===== config.mk =====
export PLATFORM = sky130hd
export DESIGN_NAME = load_hazard_unit_flat
export DESIGN_NICKNAME = d
export VERILOG_FILES = /design/src/rtl/load_hazard_if.sv /design/src/rtl/load_hazard_unit.sv /design/src/flat_wrapper.sv
export SDC_FILE = /design/constraint.sdc
export NUM_CORES = 1
export LEC_CHECK = 0
export ABC_AREA = 1
export BUFFER_PORTS_ARGS = -buffer_cell sky130_fd_sc_hd__buf_2
export CAP_MARGIN = 20
export CORE_AREA = 2 2 69 84
export DETAILED_ROUTE_END_ITERATION = 6
export DIE_AREA = 0 0 71 86
export PLACE_DENSITY = 0.5
export SETUP_SLACK_MARGIN = 0.1
export SYNTH_ARGS = -nofsm -noshare
export SYNTH_HDL_FRONTEND = slang
export SYNTH_SLANG_ARGS = --single-unit

===== constraint.sdc =====
create_clock -name clk -period 2.4 [get_ports clk]
set_clock_uncertainty 0.05 [all_clocks]
set_input_delay 0.12 -clock clk [delete_from_list [all_inputs] [get_ports clk]]
set_output_delay 0.12 -clock clk [all_outputs]
set_load 0.05 [all_outputs]

===== src/rtl/load_hazard_if.sv =====
// Load-use hazard bundle between the ID/EX pipeline view and the hazard unit.
// The hazard unit is the slave; the pipeline side drives it as master.
interface load_hazard_if #(
  parameter int REG_W = 5,
  parameter int CNT_W = 16
);
  logic             memr_ie;
  logic             fw_ie;
  logic [REG_W-1:0] rd_ie;
  logic [REG_W-1:0] rs1_id;
  logic [REG_W-1:0] rs2_id;
  logic [REG_W-1:0] rs3_id;
  logic [2:0]       src_use;
  logic [2:0]       src_float;
  logic             memw_id;
  logic             dmem_ready;
  logic             flush;
  logic             bubble;
  logic             id_stall;
  logic             pc_stall;
  logic [CNT_W-1:0] stall_cnt;

  modport master (
    output memr_ie, fw_ie, rd_ie,
    output rs1_id, rs2_id, rs3_id,
    output src_use, src_float,
    output memw_id, dmem_ready, flush,
    input  bubble, id_stall, pc_stall,
    input  stall_cnt
  );

  modport slave (
    input  memr_ie, fw_ie, rd_ie,
    input  rs1_id, rs2_id, rs3_id,
    input  src_use, src_float,
    input  memw_id, dmem_ready, flush,
    output bubble, id_stall, pc_stall,
    output stall_cnt
  );
endinterface


===== src/rtl/load_hazard_unit.sv =====
// Load-use hazard detector: stalls ID/PC and bubbles EX for LOAD_LAT cycles,
// extended while data memory is not ready; counts stalled cycles.
module load_hazard_unit #(
  parameter int REG_W    = 5,
  parameter int LOAD_LAT = 1,
  parameter int CNT_W    = 16
) (
  input logic         clk,
  input logic         rst_n,
  load_hazard_if.slave hz
);

  typedef enum logic [1:0] {
    IDLE,
    STALL,
    WAIT
  } state_t;

  localparam logic [3:0] LAT_M1 = 4'(LOAD_LAT - 1);

  state_t           state_q, state_d;
  logic [3:0]       rem_q, rem_d;
  logic [CNT_W-1:0] cnt_q;
  logic [REG_W-1:0] rs [3];
  logic [2:0]       match;
  logic             hazard;
  logic             stall_c;
  logic             stall;

  assign rs[0] = hz.rs1_id;
  assign rs[1] = hz.rs2_id;
  assign rs[2] = hz.rs3_id;

  // x0 is hardwired in the integer file, so it never carries a hazard
  always_comb begin
    match = '0;
    for (int i = 0; i < 3; i++) begin
      match[i] = hz.src_use[i]
               && (rs[i] == hz.rd_ie)
               && (hz.src_float[i] == hz.fw_ie)
               && (hz.fw_ie || (hz.rd_ie != '0));
    end
    if (hz.memw_id) match[1] = 1'b0;
  end

  assign hazard = hz.memr_ie && (|match);

  always_comb begin
    state_d = state_q;
    rem_d   = rem_q;
    stall_c = 1'b0;
    if (hz.flush) begin
      state_d = IDLE;
      rem_d   = '0;
    end else begin
      unique case (state_q)
        IDLE: begin
          stall_c = hazard;
          if (hazard) begin
            if (LOAD_LAT > 1) begin
              state_d = STALL;
              rem_d   = LAT_M1;
            end else if (!hz.dmem_ready) begin
              state_d = WAIT;
            end
          end
        end
        STALL: begin
          stall_c = 1'b1;
          rem_d   = rem_q - 4'd1;
          if (rem_q == 4'd1) begin
            rem_d   = '0;
            state_d = hz.dmem_ready ? IDLE : WAIT;
          end
        end
        WAIT: begin
          stall_c = 1'b1;
          if (hz.dmem_ready) state_d = IDLE;
        end
        default: begin
          state_d = IDLE;
          rem_d   = '0;
        end
      endcase
    end
  end

  // Gate with rst_n so the outputs drop the instant reset asserts
  assign stall       = stall_c && rst_n;
  assign hz.bubble   = stall;
  assign hz.id_stall = stall;
  assign hz.pc_stall = stall;
  assign hz.stall_cnt = cnt_q;

  always_ff @(posedge clk or negedge rst_n) begin
    if (!rst_n) begin
      state_q <= IDLE;
      rem_q   <= '0;
      cnt_q   <= '0;
    end else begin
      state_q <= state_d;
      rem_q   <= rem_d;
      if (stall && (cnt_q != '1)) cnt_q <= cnt_q + 1'b1;
    end
  end

endmodule


===== src/flat_wrapper.sv =====
// flat-port wrapper written by rule: the top's interface ports become plain ports
module load_hazard_unit_flat 
#(
  parameter int REG_W    = 5,
  parameter int LOAD_LAT = 1,
  parameter int CNT_W    = 16
)
  (clk, rst_n, hz_memr_ie, hz_fw_ie, hz_rd_ie, hz_rs1_id, hz_rs2_id, hz_rs3_id, hz_src_use, hz_src_float, hz_memw_id, hz_dmem_ready, hz_flush, hz_bubble, hz_id_stall, hz_pc_stall, hz_stall_cnt);
  load_hazard_if #(.REG_W(REG_W), .CNT_W(CNT_W)) hz_i ();
  input logic clk;
  input logic rst_n;
  input wire logic [$bits(hz_i.memr_ie)-1:0] hz_memr_ie;
  input wire logic [$bits(hz_i.fw_ie)-1:0] hz_fw_ie;
  input wire logic [$bits(hz_i.rd_ie)-1:0] hz_rd_ie;
  input wire logic [$bits(hz_i.rs1_id)-1:0] hz_rs1_id;
  input wire logic [$bits(hz_i.rs2_id)-1:0] hz_rs2_id;
  input wire logic [$bits(hz_i.rs3_id)-1:0] hz_rs3_id;
  input wire logic [$bits(hz_i.src_use)-1:0] hz_src_use;
  input wire logic [$bits(hz_i.src_float)-1:0] hz_src_float;
  input wire logic [$bits(hz_i.memw_id)-1:0] hz_memw_id;
  input wire logic [$bits(hz_i.dmem_ready)-1:0] hz_dmem_ready;
  input wire logic [$bits(hz_i.flush)-1:0] hz_flush;
  output wire logic [$bits(hz_i.bubble)-1:0] hz_bubble;
  output wire logic [$bits(hz_i.id_stall)-1:0] hz_id_stall;
  output wire logic [$bits(hz_i.pc_stall)-1:0] hz_pc_stall;
  output wire logic [$bits(hz_i.stall_cnt)-1:0] hz_stall_cnt;
  assign hz_i.memr_ie = hz_memr_ie;
  assign hz_i.fw_ie = hz_fw_ie;
  assign hz_i.rd_ie = hz_rd_ie;
  assign hz_i.rs1_id = hz_rs1_id;
  assign hz_i.rs2_id = hz_rs2_id;
  assign hz_i.rs3_id = hz_rs3_id;
  assign hz_i.src_use = hz_src_use;
  assign hz_i.src_float = hz_src_float;
  assign hz_i.memw_id = hz_memw_id;
  assign hz_i.dmem_ready = hz_dmem_ready;
  assign hz_i.flush = hz_flush;
  assign hz_bubble = hz_i.bubble;
  assign hz_id_stall = hz_i.id_stall;
  assign hz_pc_stall = hz_i.pc_stall;
  assign hz_stall_cnt = hz_i.stall_cnt;
  load_hazard_unit #(.REG_W(REG_W), .LOAD_LAT(LOAD_LAT), .CNT_W(CNT_W)) u_core (.clk(clk), .rst_n(rst_n), .hz(hz_i));
endmodule

==> flow_summary.yaml <==
timing:
  worst_pin_slew_ns: 0.3647
  hold_violations: 0
  fin_crit_sh_pct: 74.46
  fin_hold_ws_ns: 0.08982
  fin_setup_tns_ns: 0
  max_freq_mhz: 559.6
  finalMaxSlewViolations: 0
  rsz0062_at_grt: "no"
  maxSlewHeadroom_pct: 75.68
  min_period_ns: 1.787
  setup_viol: 0
clocking:
  clk_pin_slew_worst_paths_ns: 0.07
  cts_buffers: 3
  cts_root_buf: "clkbuf_8"
  htree_levels: 1
  ctsHoldBuffers: 2
  postCtsSetupBuffers: 0
  cts_resized: 0
  cts_tree: "built"
  clkSinkCount: 17
  clockBufferDepth: 2
  clock_latency_ns: 0.25
yosys:
  yosys.area_share.adder_pct: 0.8210
  synth-simple-area-share_pct: 46.06
  async_flop_share_pct: 100.0
  synth-edff-count: 0
  synth.distinct_cells: 26
  synth_area_mm2: 0.001524
  synth.area.mux_share_pct: 0
  synth_top_family_by_area: "simple AND/OR/NAND/NOR gates"
  syn_avg_cell_area_um2: 6.597
  yosys_warnings: 0
  synth_cells: 231
  syn_nets: 265
  synth_seq_cells: 17
  ys.flop_type: "dfrtp_1"
  synthXorXnorAreaFrac_pct: 8.046
  synth_seq_area_share_pct: 27.91
  synth_compound_area_share_pct: 3.120
route:
  wl_mm: 3.857
  drc: 0
  vias: 1529
  drtIter0Drc: 31
  routedWlPerCell_um: 11.18
  viasPerCell: 4.432
  drtPass1Iterations: 4
  postRouteAntennaNets: 0
setup_path:
  crit_top_cell: "nand2_1"
  cp_num_buf_inv: 0
  critPathRequiredTime_ns: 2.54
  cp.arrival_ns: 1.93
  cp_max_fo: 17
  worst_path_max_delay_cell: "dfrtp_1"
  timing.rr.start: "u_core.hz.stall_cnt[0]$_DFFE_PN0P_"
  max_stage_delay_ns: 0.42
  worstRegToRegCells: 9
  cp-start-kind: "flip-flop"
  cp-startpoint: "u_core.hz.stall_cnt[0]$_DFFE_PN0P_"
  path_cells: "ha_1 -> nand2_1 -> nor2_2 -> nand2_2 -> nor2_2 -> nand2_4 -> nand4_4 -> nand2_1 -> nand2_1"
  worstSetupPathDepth: 9
  cp-endpoint: "u_core.hz.stall_cnt[9]$_DFFE_PN0P_"
  worstReg2RegEnd: "u_core.hz.stall_cnt[9]$_DFFE_PN0P_"
  endpoint_kind: "flip-flop"
  regToRegSetupSlack_ns: 0.61
  critical_path_class: "reg -> reg"
  crit_family: "simple AND/OR/NAND/NOR gates"
power:
  swShare_pct: 30.80
  vdd_drop_max_mv: 0.2109
  power.switching_mw: 0.2074
  total_power_mw: 0.6733
  p_per_area_mw_per_mm2: 360.2
  clock_power_share_pct: 32.9
  seqPwrFrac_pct: 44.7
  p_int_mw: 0.4659
  p_comb_share_pct: 22.4
  p_leak_nw: 1.110
floorplanning:
  core_mm2: 0.005261
  start_util_pct: 28.97
  die_area_mm2: 0.006106
  die_h_um: 86
  io_pins: 52
  die_width_um: 71
  rows: 29
worst_hold_path:
  hp-class: "in -> reg"
  worstHoldStart: "hz_flush"
finish:
  final_net_count: 318
  syn_to_final_growth_pct: 22.66
  n_antenna_cell: 0
  drive_above_1_share_pct: 27.21
flow_run:
  maxCapViolCount: 0
status:
  outcome: "finished clean"
placement:
  portBuffers: 51
  dp_hpwl_mm: 3.029
  gp_congestion: 0.8806
grt:
  grt_max_degree: 34
  track_usage_pct: 13.40
  grt_pass1_vias: 1540
  antenna_found_initial: 0
  grt_pass1_wl_mm: 6.734
  overflow: 0
registers in the layout, summed over array words and instances, names as in the netlist:
| name | cells |
|---|---|
| u_core.hz.stall_cnt | 16 |
| u_core.state_q | 1 |
cells in the final DEF (no fill, tap or decap):
master          n
xor2_1         11
inv_1          33
nand3_1         9
clkbuf_1        1
o22ai_1         1
a21oi_4         1
nand3b_4        1
dlygate4sd3_1   2
ha_1            1
nor4_2          1
buf_4           2
nand3_2         1
clkbuf_8        3
dfrtp_1        17
nor3_1          4
nand2_4         2
nand4_4         1
inv_2           6
xnor2_1         3
nand4_1        19
nand2_2         3
o21ai_0         2
buf_2          51
nor4_1          1
a21boi_1        1
nor2_1         13
nand2_1        87
nor2_2          5
a21boi_0        1
worst reg2reg max path, cell delays in order, from the launching register on:
cell and delay, ns:
dfrtp_1 0.42, ha_1 0.21, nand2_1 0.09, nor2_2 0.18, nand2_2 0.09, nor2_2 0.13, nand2_4 0.16, nand4_4 0.26
nand2_1 0.08, nand2_1 0.07
synthesized netlist by cell type, types with 2 or more instances:
| master | n | area [um2] |
|---|---|---|
| inv_2 | 6 | 22.52 |
| xnor2_1 | 3 | 26.28 |
| buf_6 | 4 | 45.04 |
| nor2_2 | 5 | 31.28 |
| nand2_2 | 3 | 18.77 |
| o21ai_0 | 2 | 10.01 |
| xor2_1 | 11 | 96.34 |
| nand3_1 | 9 | 45.04 |
| nor2_1 | 13 | 48.80 |
| nand2_4 | 2 | 22.52 |
| inv_1 | 33 | 123.9 |
| buf_4 | 3 | 22.52 |
| nor3_1 | 4 | 20.02 |
| dfrtp_1 | 17 | 425.4 |
| nand2_1 | 87 | 326.6 |
| nand4_1 | 19 | 118.9 |
routing by layer:
metal,track usage (%),wire [um]
met1,17.47,1848
met2,23.28,1789
met3,1.880,179
met4,3.259,39
met5,0,0
power by group through the flow:
stage	clock network [mW]	logic, mW	registers (mW)
floorplan	0	0.0690	0.329
global route	0.233	0.172	0.302
finish	0.222	0.151	0.301
CTS	0.226	0.153	0.301
detailed placement	0	0.150	0.306
global placement	0	0.150	0.306
cell families after synthesis:
logic type	Yosys count
adders and majority gates	1
buffers and inverters	46
AOI/OAI and AO/OA	6
DFF	17
xor gates and xnor gates	14
and+or+nand+nor	147
metrics by stage:
stage | utilization, % | std cells | setup slack [ns] | cell area (um2)
after floorplan | - | 231 | 0.2773 | 1524
after global placement | 34.29 | 339 | 0.6571 | 1804
after detailed placement | 34.29 | 339 | 0.6284 | 1804
after CTS | 35.53 | 345 | 0.5927 | 1869
after global routing | 35.53 | 345 | 0.4319 | 1869
final | 35.53 | 345 | 0.6130 | 1869
final cells by class:
type,count,area [um2]
clock buffer,4,45.04
fill,584,3392
timing repair buffer,55,290.3
tap,62,77.57
sequential,17,425.4
inverter,39,146.4
multi-input combinational,168,884.6
worst min-delay path by stage:
stage	end	slack, ns	cells past startpoint
5_1_grt	u_core.state_q[1]$_DFFE_PN0P_	0.11	4
2_1_floorplan	u_core.hz.stall_cnt[0]$_DFFE_PN0P_	-0.23	0
6_report	u_core.state_q[1]$_DFFE_PN0P_	0.09	4
4_1_cts	u_core.state_q[1]$_DFFE_PN0P_	0.1	4
3_3_place_gp	u_core.state_q[1]$_DFFE_PN0P_	-0.1	1
3_5_place_dp	u_core.state_q[1]$_DFFE_PN0P_	-0.1	1
Note: power is estimated with default switching activity, not from simulation.
